**src/rtl/mem_subword_ctrl_if.sv**
```systemverilog
`default_nettype none
//==============================================================================
// Module   : mem_subword_ctrl_if
// Brief    : CPU-side request/response bundle for the sub-word memory
//            sequencer. The master (CPU datapath) issues requests; the slave
//            (sequencer) returns busy/done/err/rdata.
// Revision : 1.0 - initial release
//==============================================================================
interface mem_subword_ctrl_if;
    logic        req;
    logic        we;
    logic [1:0]  mode;
    logic        sext;
    logic [31:0] addr;
    logic [31:0] wdata;
    logic        busy;
    logic        done;
    logic        err;
    logic [31:0] rdata;

    modport master (
        output req, we, mode, sext, addr, wdata,
        input  busy, done, err, rdata
    );

    modport slave (
        input  req, we, mode, sext, addr, wdata,
        output busy, done, err, rdata
    );
endinterface
`default_nettype wire

```
**src/rtl/mem_subword_ctrl.sv**
```systemverilog
`default_nettype none
//==============================================================================
// Module   : mem_subword_ctrl
// Brief    : Multi-cycle sequencer between the CPU datapath and a word-wide
//            synchronous RAM. Executes LB/LBU/LH/LHU/LW and SB/SH/SW; sub-word
//            stores use read-modify-write, loads extract and extend the lane.
//            busy stalls the pipeline until the one-cycle done pulse.
// Options  : MEM_BE_EN - adds the mem_be byte-enable port; every store is
//            written directly with lane data replicated across the word.
// Revision : 1.0 - initial release
//==============================================================================
module mem_subword_ctrl #(
    parameter int ADDR_W = 10
) (
    input  wire logic              clk,
    input  wire logic              rst_n,
    mem_subword_ctrl_if.slave      cpu,
    output logic [ADDR_W-1:0]      mem_addr,
    output logic                   mem_re,
    output logic                   mem_we,
    output logic [31:0]            mem_wdata,
    input  wire logic [31:0]       mem_rdata
`ifdef MEM_BE_EN
    ,
    output logic [3:0]             mem_be
`endif
);

    localparam logic [1:0] c_MODE_BYTE = 2'b00;
    localparam logic [1:0] c_MODE_HALF = 2'b01;
    localparam logic [1:0] c_MODE_WORD = 2'b10;

    typedef enum logic [2:0] {
        ST_IDLE = 3'd0,
        ST_RD   = 3'd1,
        ST_WAIT = 3'd2,
        ST_WR   = 3'd3,
        ST_RESP = 3'd4
    } state_t;

    state_t      r_state;
    logic        r_we;
    logic        r_sext;
    logic [1:0]  r_mode;
    logic [1:0]  r_off;
    logic [15:0] r_wdata;

    logic        w_req_err;
    logic        w_direct_wr;
    logic [31:0] w_wr_data;
    logic [7:0]  w_byte;
    logic [15:0] w_half;
    logic [31:0] w_load;
    logic [31:0] w_merge;

    // Address bits above the RAM window are intentionally ignored
    logic        w_unused_addr;
    assign w_unused_addr = ^cpu.addr[31:ADDR_W+2];

    // Reject reserved mode and misaligned half/word accesses at accept time
    always_comb begin
        w_req_err = 1'b0;
        case (cpu.mode)
            c_MODE_BYTE: w_req_err = 1'b0;
            c_MODE_HALF: w_req_err = cpu.addr[0];
            c_MODE_WORD: w_req_err = |cpu.addr[1:0];
            default:     w_req_err = 1'b1;
        endcase
    end

`ifdef MEM_BE_EN
    logic [3:0] w_wr_be;

    // Every store is a direct write: replicate the lane, the RAM masks it
    always_comb begin
        w_direct_wr = cpu.we;
        w_wr_data   = cpu.wdata;
        w_wr_be     = 4'b1111;
        case (cpu.mode)
            c_MODE_BYTE: begin
                w_wr_data = {4{cpu.wdata[7:0]}};
                w_wr_be   = 4'b0001 << cpu.addr[1:0];
            end
            c_MODE_HALF: begin
                w_wr_data = {2{cpu.wdata[15:0]}};
                w_wr_be   = cpu.addr[1] ? 4'b1100 : 4'b0011;
            end
            default: ;
        endcase
    end

    // Byte-enable mask is only non-zero alongside the write strobe
    always_ff @(posedge clk or negedge rst_n) begin
        if (!rst_n)
            mem_be <= 4'b0000;
        else if (r_state == ST_IDLE && cpu.req && !w_req_err && cpu.we)
            mem_be <= w_wr_be;
        else if (r_state == ST_WR)
            mem_be <= 4'b0000;
    end
`else
    // Only a full-word store can skip reading the old word
    always_comb begin
        w_direct_wr = cpu.we && (cpu.mode == c_MODE_WORD);
        w_wr_data   = cpu.wdata;
    end
`endif

    // Lane extraction and sign/zero extension of the returned RAM word
    always_comb begin
        w_byte = 8'h00;
        case (r_off)
            2'd0: w_byte = mem_rdata[7:0];
            2'd1: w_byte = mem_rdata[15:8];
            2'd2: w_byte = mem_rdata[23:16];
            2'd3: w_byte = mem_rdata[31:24];
            default: w_byte = 8'h00;
        endcase
        w_half = r_off[1] ? mem_rdata[31:16] : mem_rdata[15:0];
        case (r_mode)
            c_MODE_BYTE: w_load = {{24{r_sext & w_byte[7]}}, w_byte};
            c_MODE_HALF: w_load = {{16{r_sext & w_half[15]}}, w_half};
            default:     w_load = mem_rdata;
        endcase
    end

    // Merge the stored lane into the word read back from RAM
    always_comb begin
        w_merge = mem_rdata;
        if (r_mode == c_MODE_BYTE) begin
            case (r_off)
                2'd0: w_merge[7:0]   = r_wdata[7:0];
                2'd1: w_merge[15:8]  = r_wdata[7:0];
                2'd2: w_merge[23:16] = r_wdata[7:0];
                2'd3: w_merge[31:24] = r_wdata[7:0];
                default: ;
            endcase
        end else if (r_mode == c_MODE_HALF) begin
            if (r_off[1])
                w_merge[31:16] = r_wdata;
            else
                w_merge[15:0]  = r_wdata;
        end
    end

    // Access sequencer; all CPU- and RAM-side outputs are registered here
    always_ff @(posedge clk or negedge rst_n) begin
        if (!rst_n) begin
            r_state   <= ST_IDLE;
            r_we      <= 1'b0;
            r_sext    <= 1'b0;
            r_mode    <= 2'b00;
            r_off     <= 2'b00;
            r_wdata   <= 16'h0000;
            cpu.busy  <= 1'b0;
            cpu.done  <= 1'b0;
            cpu.err   <= 1'b0;
            cpu.rdata <= 32'h0000_0000;
            mem_addr  <= '0;
            mem_re    <= 1'b0;
            mem_we    <= 1'b0;
            mem_wdata <= 32'h0000_0000;
        end else begin
            case (r_state)
                ST_IDLE: begin
                    if (cpu.req) begin
                        r_we     <= cpu.we;
                        r_sext   <= cpu.sext;
                        r_mode   <= cpu.mode;
                        r_off    <= cpu.addr[1:0];
                        r_wdata  <= cpu.wdata[15:0];
                        mem_addr <= cpu.addr[ADDR_W+1:2];
                        cpu.busy <= 1'b1;
                        if (w_req_err) begin
                            cpu.done <= 1'b1;
                            cpu.err  <= 1'b1;
                            r_state  <= ST_RESP;
                        end else if (w_direct_wr) begin
                            mem_we    <= 1'b1;
                            mem_wdata <= w_wr_data;
                            r_state   <= ST_WR;
                        end else begin
                            mem_re  <= 1'b1;
                            r_state <= ST_RD;
                        end
                    end
                end
                ST_RD: begin
                    mem_re  <= 1'b0;
                    r_state <= ST_WAIT;
                end
                ST_WAIT: begin
                    if (r_we) begin
                        mem_wdata <= w_merge;
                        mem_we    <= 1'b1;
                        r_state   <= ST_WR;
                    end else begin
                        cpu.rdata <= w_load;
                        cpu.done  <= 1'b1;
                        cpu.err   <= 1'b0;
                        r_state   <= ST_RESP;
                    end
                end
                ST_WR: begin
                    mem_we   <= 1'b0;
                    cpu.done <= 1'b1;
                    cpu.err  <= 1'b0;
                    r_state  <= ST_RESP;
                end
                ST_RESP: begin
                    cpu.done <= 1'b0;
                    cpu.err  <= 1'b0;
                    cpu.busy <= 1'b0;
                    r_state  <= ST_IDLE;
                end
                default: r_state <= ST_IDLE;
            endcase
        end
    end

endmodule
`default_nettype wire

```
**src/flat_wrapper.sv**
```systemverilog
// flat-port wrapper written by rule: the top's interface ports become plain ports
module mem_subword_ctrl_flat 
#(
    parameter int ADDR_W = 10
)
  (clk, rst_n, mem_addr, mem_re, mem_we, mem_wdata, mem_rdata, cpu_req, cpu_we, cpu_mode, cpu_sext, cpu_addr, cpu_wdata, cpu_busy, cpu_done, cpu_err, cpu_rdata);
  mem_subword_ctrl_if cpu_i ();
  input  wire logic clk;
  input  wire logic rst_n;
  output logic [ADDR_W-1:0] mem_addr;
  output logic mem_re;
  output logic mem_we;
  output logic [31:0] mem_wdata;
  input  wire logic [31:0] mem_rdata;
  input wire logic [$bits(cpu_i.req)-1:0] cpu_req;
  input wire logic [$bits(cpu_i.we)-1:0] cpu_we;
  input wire logic [$bits(cpu_i.mode)-1:0] cpu_mode;
  input wire logic [$bits(cpu_i.sext)-1:0] cpu_sext;
  input wire logic [$bits(cpu_i.addr)-1:0] cpu_addr;
  input wire logic [$bits(cpu_i.wdata)-1:0] cpu_wdata;
  output wire logic [$bits(cpu_i.busy)-1:0] cpu_busy;
  output wire logic [$bits(cpu_i.done)-1:0] cpu_done;
  output wire logic [$bits(cpu_i.err)-1:0] cpu_err;
  output wire logic [$bits(cpu_i.rdata)-1:0] cpu_rdata;
  assign cpu_i.req = cpu_req;
  assign cpu_i.we = cpu_we;
  assign cpu_i.mode = cpu_mode;
  assign cpu_i.sext = cpu_sext;
  assign cpu_i.addr = cpu_addr;
  assign cpu_i.wdata = cpu_wdata;
  assign cpu_busy = cpu_i.busy;
  assign cpu_done = cpu_i.done;
  assign cpu_err = cpu_i.err;
  assign cpu_rdata = cpu_i.rdata;
  mem_subword_ctrl #(.ADDR_W(ADDR_W)) u_core (.clk(clk), .rst_n(rst_n), .cpu(cpu_i), .mem_addr(mem_addr), .mem_re(mem_re), .mem_we(mem_we), .mem_wdata(mem_wdata), .mem_rdata(mem_rdata));
endmodule
```
**config.mk**
```make
export PLATFORM = sky130hd
export DESIGN_NAME = mem_subword_ctrl_flat
export DESIGN_NICKNAME = d
export VERILOG_FILES = /design/src/rtl/mem_subword_ctrl_if.sv /design/src/rtl/mem_subword_ctrl.sv /design/src/flat_wrapper.sv
export SDC_FILE = /design/constraint.sdc
export NUM_CORES = 1
export LEC_CHECK = 0
export ABC_AREA = 1
export CAP_MARGIN = 20
export CORE_MARGIN = 3
export CORE_UTILIZATION = 25
export CTS_CLUSTER_DIAMETER = 30
export DETAILED_ROUTE_END_ITERATION = 10
export PLACE_DENSITY_LB_ADDON = 0.3
export SLEW_MARGIN = 20
export SYNTH_ARGS = -nofsm -noshare
export SYNTH_HDL_FRONTEND = slang
export SYNTH_SLANG_ARGS = --single-unit
```
**constraint.sdc**
```tcl
create_clock -name clk -period 1.7 [get_ports clk]
set_input_delay 0.17 -clock clk [delete_from_list [all_inputs] [get_ports clk]]
set_output_delay 0.17 -clock clk [all_outputs]
set_load 0.02 [all_outputs]
```
After elaboration in Yosys (flattened, before gate mapping)

Cells that the tools add are included.

ROM bits: 0
RAM bits: 0
Input port bits: 103
Memories kept: 0
Logic and storage cells: 94
Bits in registers: 104
Latch bits: 0

Shifts and indexed selects: 0
Equal/unequal tests: 17
$add $sub $neg: 0
Bitwise logic cells: 3
Mux-type cells: 39
Reductions and logical operators: 21
Multipliers: 0
Order comparisons: 0
Div/mod/pow operators: 0

Operators by type and width:

| operator           | count |
|---|---|
| $mux 32            | 6 |
| $pmux 32 s2        | 2 |
| $mux 16            | 3 |
| $mux 8             | 4 |
| $pmux 8 s4         | 1 |
| $mux 1             | 12 |
| $pmux 3 s4         | 1 |
| $reduce_and 4->1   | 3 |
| $reduce_and 5->1   | 2 |
| $mux 3             | 3 |
| $pmux 1 s3         | 3 |
| $ne 2x2->1 const B | 4 |
| $eq 2x1->1 const B | 3 |
| $eq 2x2->1 const B | 3 |
| $eq 3x2->1 const B | 2 |
| $logic_not 2->1    | 3 |
| $ne 2x1->1 const B | 3 |
| $reduce_and 2->1   | 3 |
| $reduce_bool 2->1  | 3 |
| $reduce_bool 3->1  | 2 |
| $pmux 1 s2         | 2 |
| $pmux 1 s4         | 1 |
| $reduce_bool 4->1  | 1 |
| $reduce_or 2->1    | 2 |
| other kinds (7)    | 8 |

Logic depth before layout (Yosys ltp)

Gate-level depths: netlist of run 1.

Depth in word-level cells: 6
Depth in mapped cells: 11

Worst setup path before layout of run 1

OpenSTA, ideal clock, no wires.

Path type: register to register
Start: reg u_core.r_off[1]
End: reg u_core.cpu.rdata[17]
Slack: 273 ps
Required time: 1,587 ps
Path buffers: 2
Stages on the path, launching flop included: 11
Arrival: 1,314 ps
Setup time: 113 ps
Cell sequence: dfrtp_1 buf_4 nand2_1 inv_1 nand2_1 nand3_1 nand3_2 buf_2 nand3_1 nand2_1 inv_1

Longest elaborated chain between the ends: 4

Ends and longest elaborated chain:

| what                               | RTL line                  | RTL |
|---|---|---|
| start: declaration                 | mem_subword_ctrl.sv:45    | `logic [1:0] r_off;` |
| start signal: assignment           | mem_subword_ctrl.sv:170   | `r_off <= cpu.addr[1:0];` |
| $eq 2x2->1 (tied with other cells) | mem_subword_ctrl.sv:112   | `case (r_off)` |
| $pmux 8 s4                         | mem_subword_ctrl.sv:112   |  |
| $and 1x1->1                        | mem_subword_ctrl.sv:121   | `c_MODE_BYTE: w_load = {{24{r_sext & w_byte[7]}}, w_byte};` |
| $pmux 32 s2 (*)                    | mem_subword_ctrl.sv:120   | `case (r_mode)` |
| end signal: assignment             | mem_subword_ctrl.sv:198   | `cpu.rdata <= w_load;` |
| end: declaration                   | mem_subword_ctrl_if.sv:28 | `output busy, done, err, rdata` |

Every way passes the cells marked *; elsewhere a longest branch is shown, timed or not.
A chain may end at the register's enable or synchronous reset.

Final worst setup path of run 1

Start: reg u_core.r_mode[1]
End: reg u_core.mem_wdata[26]

Longest elaborated chain between the ends: 5

Ends and longest elaborated chain:

| what                     | RTL line                | RTL |
|---|---|---|
| start: declaration       | mem_subword_ctrl.sv:44  | `logic [1:0] r_mode;` |
| start signal: assignment | mem_subword_ctrl.sv:169 | `r_mode <= cpu.mode;` |
| $eq 2x1->1               | mem_subword_ctrl.sv:138 | `end else if (r_mode == c_MODE_HALF) begin` |
| $mux 32                  | mem_subword_ctrl.sv:138 |  |
| $mux 32 (*)              | mem_subword_ctrl.sv:130 | `if (r_mode == c_MODE_BYTE) begin` |
| $mux 32 (*)              | mem_subword_ctrl.sv:193 | `if (r_we) begin` |
| $pmux 32 s2 (*)          | mem_subword_ctrl.sv:164 | `case (r_state)` |
| end signal: assignment   | mem_subword_ctrl.sv:180 | `mem_wdata <= w_wr_data;` |
| end signal: assignment   | mem_subword_ctrl.sv:194 | `mem_wdata <= w_merge;` |
| end: declaration         | mem_subword_ctrl.sv:21  | `output logic [31:0] mem_wdata,` |

Every way passes the cells marked *; elsewhere a longest branch is shown, timed or not. The select of a mux whose other input is x is not followed.

==> results of run 1 <==
-- final timing paths --
kind                                       from                    to  slack, ns  depth (start not counted)
min in group clk                   cpu_wdata[4]     u_core.r_wdata[4]       0.37                          3
max reg2reg                    u_core.r_mode[1]  u_core.mem_wdata[26]       0.12                          8
max                            u_core.r_mode[1]  u_core.mem_wdata[26]       0.12                          8
max in group asynchronous                 rst_n      u_core.r_mode[1]       0.86                          3
min reg2reg                u_core.mem_wdata[19]  u_core.mem_wdata[19]       0.48                          2
min                                       rst_n  u_core.cpu.rdata[22]       0.25                          2
-- Yosys cell counts, types with 4 or more instances --
library cell    n
a21oi_1        42
buf_2          26
clkbuf_1       15
dfrtp_1       104
inv_1          62
inv_2           6
mux2_1          4
mux2_2         12
nand2_1       284
nand2_2         5
nand3_1       132
nand4_1        11
nor2_1         28
o21a_1          5
o21ai_0        19
o21ai_1         6
or2_1           4
or2_2          30
-- area by class of cell --
class	count	area [um^2]
tap	313	392
timing repair buffer	211	2140
fill	2407	14300
clock inverter	7	119
sequential	104	2610
multi-input combinational	595	2840
inverter	68	255
clock buffer	9	225
-- per-stage QoR --
step           std cells  setup slack (ns)  hold slack (ns)  util (%)
5_1_grt             1307           -0.0591            0.285      37.5
3_5_place_dp        1286          -0.00724            0.106      35.5
4_1_cts             1303            0.0447            0.256      37.1
6_report            1307             0.121            0.253      37.5
2_1_floorplan        811             0.273           -0.126         -
3_3_place_gp        1286           0.00858            0.108      35.5
-- cell families (layout without fill, tap and decap cells) --
logic type      count (synthesis)  count (layout)  share of synthesized area [%]
flops                         104             104                           44.2
compound gates                 76              76                           6.83
simple gates                  503             503                           37.9
buf+inv                       112             295                           7.95
mux                            16              16                           3.06
-- what timing repair did --
action                     CTS  global route
hold endpoints to repair    20             0
resized for setup            0             9
hold buffers                 1             0
buffers inserted             0             3
setup endpoints to repair    0            46
-- registers in the layout, indices dropped and copies added (netlist names) --
register / flops
u_core.cpu.busy: 1
u_core.cpu.done: 1
u_core.cpu.err: 1
u_core.cpu.rdata: 32
u_core.mem_addr: 10
u_core.mem_re: 1
u_core.mem_wdata: 32
u_core.mem_we: 1
u_core.r_mode: 2
u_core.r_off: 2
u_core.r_sext: 1
u_core.r_state: 3
u_core.r_wdata: 16
u_core.r_we: 1
-- power by group --
part	switching, mW	leakage [nW]	internal (mW)
sequential	0.912	1.25	3.72
clock	0.988	0.162	1.44
combinational	5.27	2.70	4.14
total	7.17	4.12	9.30
-- cells in the final DEF, fill, tap and decap left out, types with 2 or more instances in the layout --
master,synthesis,layout
nor2_1,28,27
nand4_1,11,11
o21a_1,5,5
clkdlybuf4s50_1,0,160
dfrtp_2,0,3
clkinvlp_4,0,2
bufinv_16,0,3
nand3_2,3,2
o21ai_1,6,6
mux2_1,4,4
a21oi_1,42,42
nand2_4,1,2
nand3_1,132,132
or2_1,4,4
o21ai_0,19,19
or2_2,30,30
clkbuf_16,0,10
buf_4,2,38
nand2_2,5,8
inv_2,6,6
o22ai_1,2,2
nor2_2,2,2
buf_12,0,11
mux2_2,12,12
nand2_1,284,280
inv_1,62,62
dfrtp_1,104,101
nor2_4,3,4
-- metal layers --
| layer | part of all wire [%] | global-route usage [%] | vias to the layer above |
|---|---|---|---|
| met5 | 0 | 0 | - |
| met4 | 1.9 | 4.58 | 0 |
| met3 | 6.6 | 4.97 | 26 |
| met2 | 45 | 25.8 | 171 |
| met1 | 46 | 22.5 | 2662 |
| li1 | - | - | 2951 |
==> impl_metrics.env, run 1 <==
export IMPL_syn_num_nets=914
export IMPL_path_buf_inv=2
export IMPL_cts_tree="done"
export IMPL_worstHoldPathType="input pin to async pin"
export IMPL_cts_buffers=9
export IMPL_powerDensity_nw_per_um2=1920
export IMPL_wirelength_um=21000
export IMPL_synth_seq_area_share_pct=44.2
export IMPL_core_um2=22900
export IMPL_drive_above_1_share_pct=13.8
export IMPL_cpMaxStageDelayCell="dfrtp_2"
export IMPL_post_synth_top_area_cell="dfrtp_1"
export IMPL_dieArea_um2=25400
export IMPL_initial_core_util_pct=25.7
export IMPL_dp_hpwl_um=16000
export IMPL_clk_pin_slew_ns=0.07
export IMPL_grt_antenna_before_repair=0
export IMPL_via_count=5810
export IMPL_grt_overflow_total=0
export IMPL_relSlewSlack_pct=74.3
export IMPL_fin_nets=1092
export IMPL_syn_inst=811
export IMPL_portBuffers=161
export IMPL_cp_arrival_ns=1.83
export IMPL_worst_slew_pin_slew_ns=0.381
export IMPL_critPathMaxStageDelay_ns=0.46
export IMPL_ios=182
export IMPL_drc=0
export IMPL_timing_fmax_mhz=633
export IMPL_grt_util_all_layers_pct=16.6
export IMPL_skew_ns=0.00917
export IMPL_finalCritPeriodShare_pct=92.9
export IMPL_synth_edf_count=0
export IMPL_drt_wirelength_per_cell_um=16.1
export IMPL_period_minus_slack_ns=1.58
export IMPL_worstSetupEndpointType="flip-flop"
export IMPL_grt_max_degree=45
export IMPL_cts_root_buf="clkbuf_16"
export IMPL_synthArstFlopShare_pct=100
export IMPL_p_leak_nw=4.12
export IMPL_num_rows=55
export IMPL_crit_path_max_fanout=17
export IMPL_cts_sinks=104
export IMPL_diodes=0
export IMPL_critPathKind="flip-flop to flip-flop"
export IMPL_slew_viol_final=0
export IMPL_cp_cell_sequence="buf_4 -> nor2_4 -> buf_12 -> nand2_1 -> nand3_1 -> nand4_1 -> nand3_1 -> nand2_1"
export IMPL_ctsLongestPathBuffers=2
export IMPL_power_mw=16.5
export IMPL_rsz0062_at_grt="yes"
export IMPL_dpl_cell_area_um2=8140
export IMPL_max_cap_viol_count=0
export IMPL_finalSetupTns_ns=0
export IMPL_status="complete, no violations"
export IMPL_htree_levels=3
export IMPL_cp_start_kind="flip-flop"
export IMPL_cpLargestDelayFamily="simple AND/OR/NAND/NOR gates"
export IMPL_dr_first_iter_drc_count=308
export IMPL_critical_path_required_ns=1.95
export IMPL_yosys_warnings=0
export IMPL_synth_distinct_cells=27
export IMPL_final_setup_viol_count=0
export IMPL_gp_congestion=0.912
export IMPL_synth_seq_cells=104
export IMPL_area_growth_pct=45.9
export IMPL_synthTopCellsByArea="dfrtp_1 (44%), nand2_1 (18%), nand3_1 (11%), inv_1 (4.0%), a21oi_1 (3.6%)"
export IMPL_grt_pass1_vias=5891
export IMPL_hold_violations=0
export IMPL_syn_area_per_cell_um2=7.26
export IMPL_ys_flop_type="dfrtp_1"
export IMPL_grt_pass1_wl_um=33300
export IMPL_peakVddDrop_mv=0.607
export IMPL_synth_top_area_share_pct=44.2
export IMPL_dr_pass1_iters=5
export IMPL_final_design_area_no_fill_um2=8580
export IMPL_insertion_delay_ns=0.36
export IMPL_die_y_um=159
export IMPL_fp_dieW_um=159
export IMPL_viasPerCell=4.45
export IMPL_syn_cell_area_um2=5880
export IMPL_drt_antenna_violating_nets=0
Note: power is estimated with default switching activity, not from simulation.
==> run 2, diff against run 1 <==
--- a/config.mk
+++ b/config.mk
@@ -11,6 +11,7 @@
 export CORE_UTILIZATION = 25
 export CTS_CLUSTER_DIAMETER = 30
 export DETAILED_ROUTE_END_ITERATION = 10
+export GPL_TIMING_DRIVEN = 0
 export PLACE_DENSITY_LB_ADDON = 0.3
 export SLEW_MARGIN = 20
 export SYNTH_ARGS = -nofsm -noshare
==> run 2 against run 1 <==
  * Cell area down 1.6%
  * Clock skew down 0.0026 ns
  * Combinational power hardly changed
  * Sequential cell count did not move
  * Final cell count increased by 0.23%
  * Via count up 2.5%
  * Critical path depth unchanged
  * Largest cell class unchanged
  * Highest routed layer unchanged
==> impl_metrics.env, run 2 (same netlist as run 1, synthesis figures left out) <==
export IMPL_cts_tree="done"
export IMPL_dr_pass1_iters=5
export IMPL_drive_above_1_share_pct=14.2
export IMPL_core_um2=22900
export IMPL_hold_violations=0
export IMPL_r2r_setup_slack_ns=0.05
export IMPL_post_route_util_pct=36.9
export IMPL_cts_sinks=104
export IMPL_area_growth_pct=43.5
export IMPL_switching_share_pct=44.9
export IMPL_timing_final_ws_setup_ns=0.0523
export IMPL_grt_pass1_vias=5898
export IMPL_reg_top3="u_core.cpu.rdata (32), u_core.mem_wdata (32), u_core.r_wdata (16)"
export IMPL_grt_max_degree=58
export IMPL_final_setup_viol_count=0
export IMPL_globalRouteMet1Util_pct=23.5
export IMPL_critical_path_required_ns=1.95
export IMPL_final_design_area_no_fill_um2=8450
export IMPL_ctsLongestPathBuffers=2
export IMPL_hold_slack_ns=0.307
export IMPL_slew_viol_final=0
export IMPL_dr_first_iter_drc_count=380
export IMPL_viasPerCell=4.55
export IMPL_htree_levels=3
export IMPL_cpMaxStageDelayCell="dfrtp_1"
export IMPL_dieArea_um2=25400
export IMPL_finalSetupTns_ns=0
export IMPL_peakVddDrop_mv=0.531
export IMPL_critPathMaxStageDelay_ns=0.38
export IMPL_drc=0
export IMPL_critPathKind="flip-flop to flip-flop"
export IMPL_ios=182
export IMPL_final_common_cell="nand2_1"
export IMPL_path_buf_inv=3
export IMPL_diodes=0
export IMPL_finalCritPeriodShare_pct=96.9
export IMPL_clk_pin_slew_ns=0.07
export IMPL_max_cap_viol_count=0
export IMPL_mostFrequentLayoutCells="nand2_1 (280), clkdlybuf4s50_1 (160), nand3_1 (130)"
export IMPL_dpl_cell_area_um2=7920
export IMPL_cts_buffers=9
export IMPL_status="complete, no violations"
export IMPL_cp_start_kind="flip-flop"
export IMPL_powerDensity_nw_per_um2=1930
export IMPL_rr_worst_depth=8
export IMPL_fin_nets=1095
export IMPL_p_leak_nw=4.06
export IMPL_die_y_um=159
export IMPL_post_place_ws_ns=-0.273
export IMPL_grt_overflow_total=0
export IMPL_insertion_delay_ns=0.36
export IMPL_r2r_end="u_core.mem_wdata[25]"
export IMPL_met3_usage_pct=4.37
export IMPL_p_switching_mw=7.34
export IMPL_worstHoldPathType="input pin to async pin"
export IMPL_clkPwrFrac_pct=13.9
export IMPL_initial_core_util_pct=25.7
export IMPL_seqPwrFrac_pct=28.4
export IMPL_dp_hpwl_um=17200
export IMPL_cp_startpoint="u_core.r_mode[0]"
export IMPL_gp_congestion=0.929
export IMPL_drt_antenna_violating_nets=0
export IMPL_path_common_cell="nand2_1"
export IMPL_num_rows=55
export IMPL_relSlewSlack_pct=66.8
export IMPL_combPwrFrac_pct=57.7
export IMPL_grt_antenna_before_repair=0
export IMPL_drt_wirelength_per_cell_um=16.7
export IMPL_crit_path_max_fanout=10
export IMPL_portBuffers=161
export IMPL_cp_cell_sequence="buf_6 -> inv_1 -> nand2_1 -> clkbuf_4 -> nand3_1 -> nand2_1 -> nand3_1 -> nand2_1"
export IMPL_top_usage_layer="met2"
export IMPL_worstSetupEndpointType="flip-flop"
export IMPL_grt_util_met2_pct=26.8
export IMPL_via_count=5956
export IMPL_period_minus_slack_ns=1.65
export IMPL_worst_slew_pin_slew_ns=0.499
export IMPL_cpLargestDelayFamily="simple AND/OR/NAND/NOR gates"
export IMPL_p_int_mw=9.00
export IMPL_grt_util_all_layers_pct=17.0
export IMPL_cts_root_buf="clkbuf_16"
export IMPL_cp_arrival_ns=1.90
export IMPL_fp_dieW_um=159
export IMPL_skew_ns=0.00660
export IMPL_grt_pass1_wl_um=33900
export IMPL_r2r_start="u_core.r_mode[0]"
export IMPL_cp_depth=8
export IMPL_wirelength_um=21900
export IMPL_timing_fmax_mhz=607
-- run 2: power groups by stage --
stage | logic (mW) | registers (mW) | clock network (mW)
2_1_floorplan | 4.32 | 5.55 | 0
3_3_place_gp | 8.94 | 4.61 | 0
3_5_place_dp | 8.99 | 4.63 | 0
4_1_cts | 9.20 | 4.61 | 2.35
5_1_grt | 10.3 | 4.80 | 2.45
6_report | 9.43 | 4.64 | 2.28
-- run 2: what timing repair did --
item | CTS | global route
endpoints found under the hold margin | 47 | 0
hold buffers | 1 | 0
pin swaps | 1 | 5
setup endpoints to repair | 61 | 92
gates resized for setup | 17 | 46
setup buffers | 3 | 5
-- run 2: area by class of cell --
cell class / count / area [um^2]
buffer: 43 / 273
clock buffer: 10 / 239
clock inverter: 6 / 82.6
fill: 2425 / 14500
inverter: 68 / 260
multi-input combinational: 595 / 2880
sequential: 104 / 2610
tap: 313 / 392
timing repair buffer: 171 / 1710
-- run 2: worst max-delay path by stage --
stage / end / slack, ns
finish: u_core.mem_wdata[25] / 0.05
CTS: u_core.cpu.rdata[18] / 0.001
floorplan: u_core.cpu.rdata[17] / 0.27
detailed placement: u_core.cpu.rdata[22] / -0.27
global route: u_core.cpu.rdata[18] / -0.005
global placement: u_core.cpu.done / -3.86
-- run 2: per-layer routing --
| metal | wire [um] | up-vias |
|---|---|---|
| li1 | - | 2963 |
| met1 | 10200 | 2764 |
| met4 | 297 | 0 |
| met2 | 9900 | 211 |
| met3 | 1440 | 18 |
| met5 | 0 | - |
-- run 2: metrics by stage --
stage | power (mW) | instances
3_3_place_gp | 13.6 | 1285
3_5_place_dp | 13.6 | 1286
5_1_grt | 17.6 | 1310
6_report | 16.3 | 1310
2_1_floorplan | 9.87 | 811
4_1_cts | 16.2 | 1306
==> run 3, diff against run 2 <==
--- a/config.mk
+++ b/config.mk
@@ -6,10 +6,8 @@
 export NUM_CORES = 1
 export LEC_CHECK = 0
 export ABC_AREA = 1
-export CAP_MARGIN = 20
 export CORE_MARGIN = 3
 export CORE_UTILIZATION = 25
-export CTS_CLUSTER_DIAMETER = 30
 export DETAILED_ROUTE_END_ITERATION = 10
 export GPL_TIMING_DRIVEN = 0
 export PLACE_DENSITY_LB_ADDON = 0.3
==> results of run 3 <==
The final DEF is identical to that of run 2; final timing and power are the same.
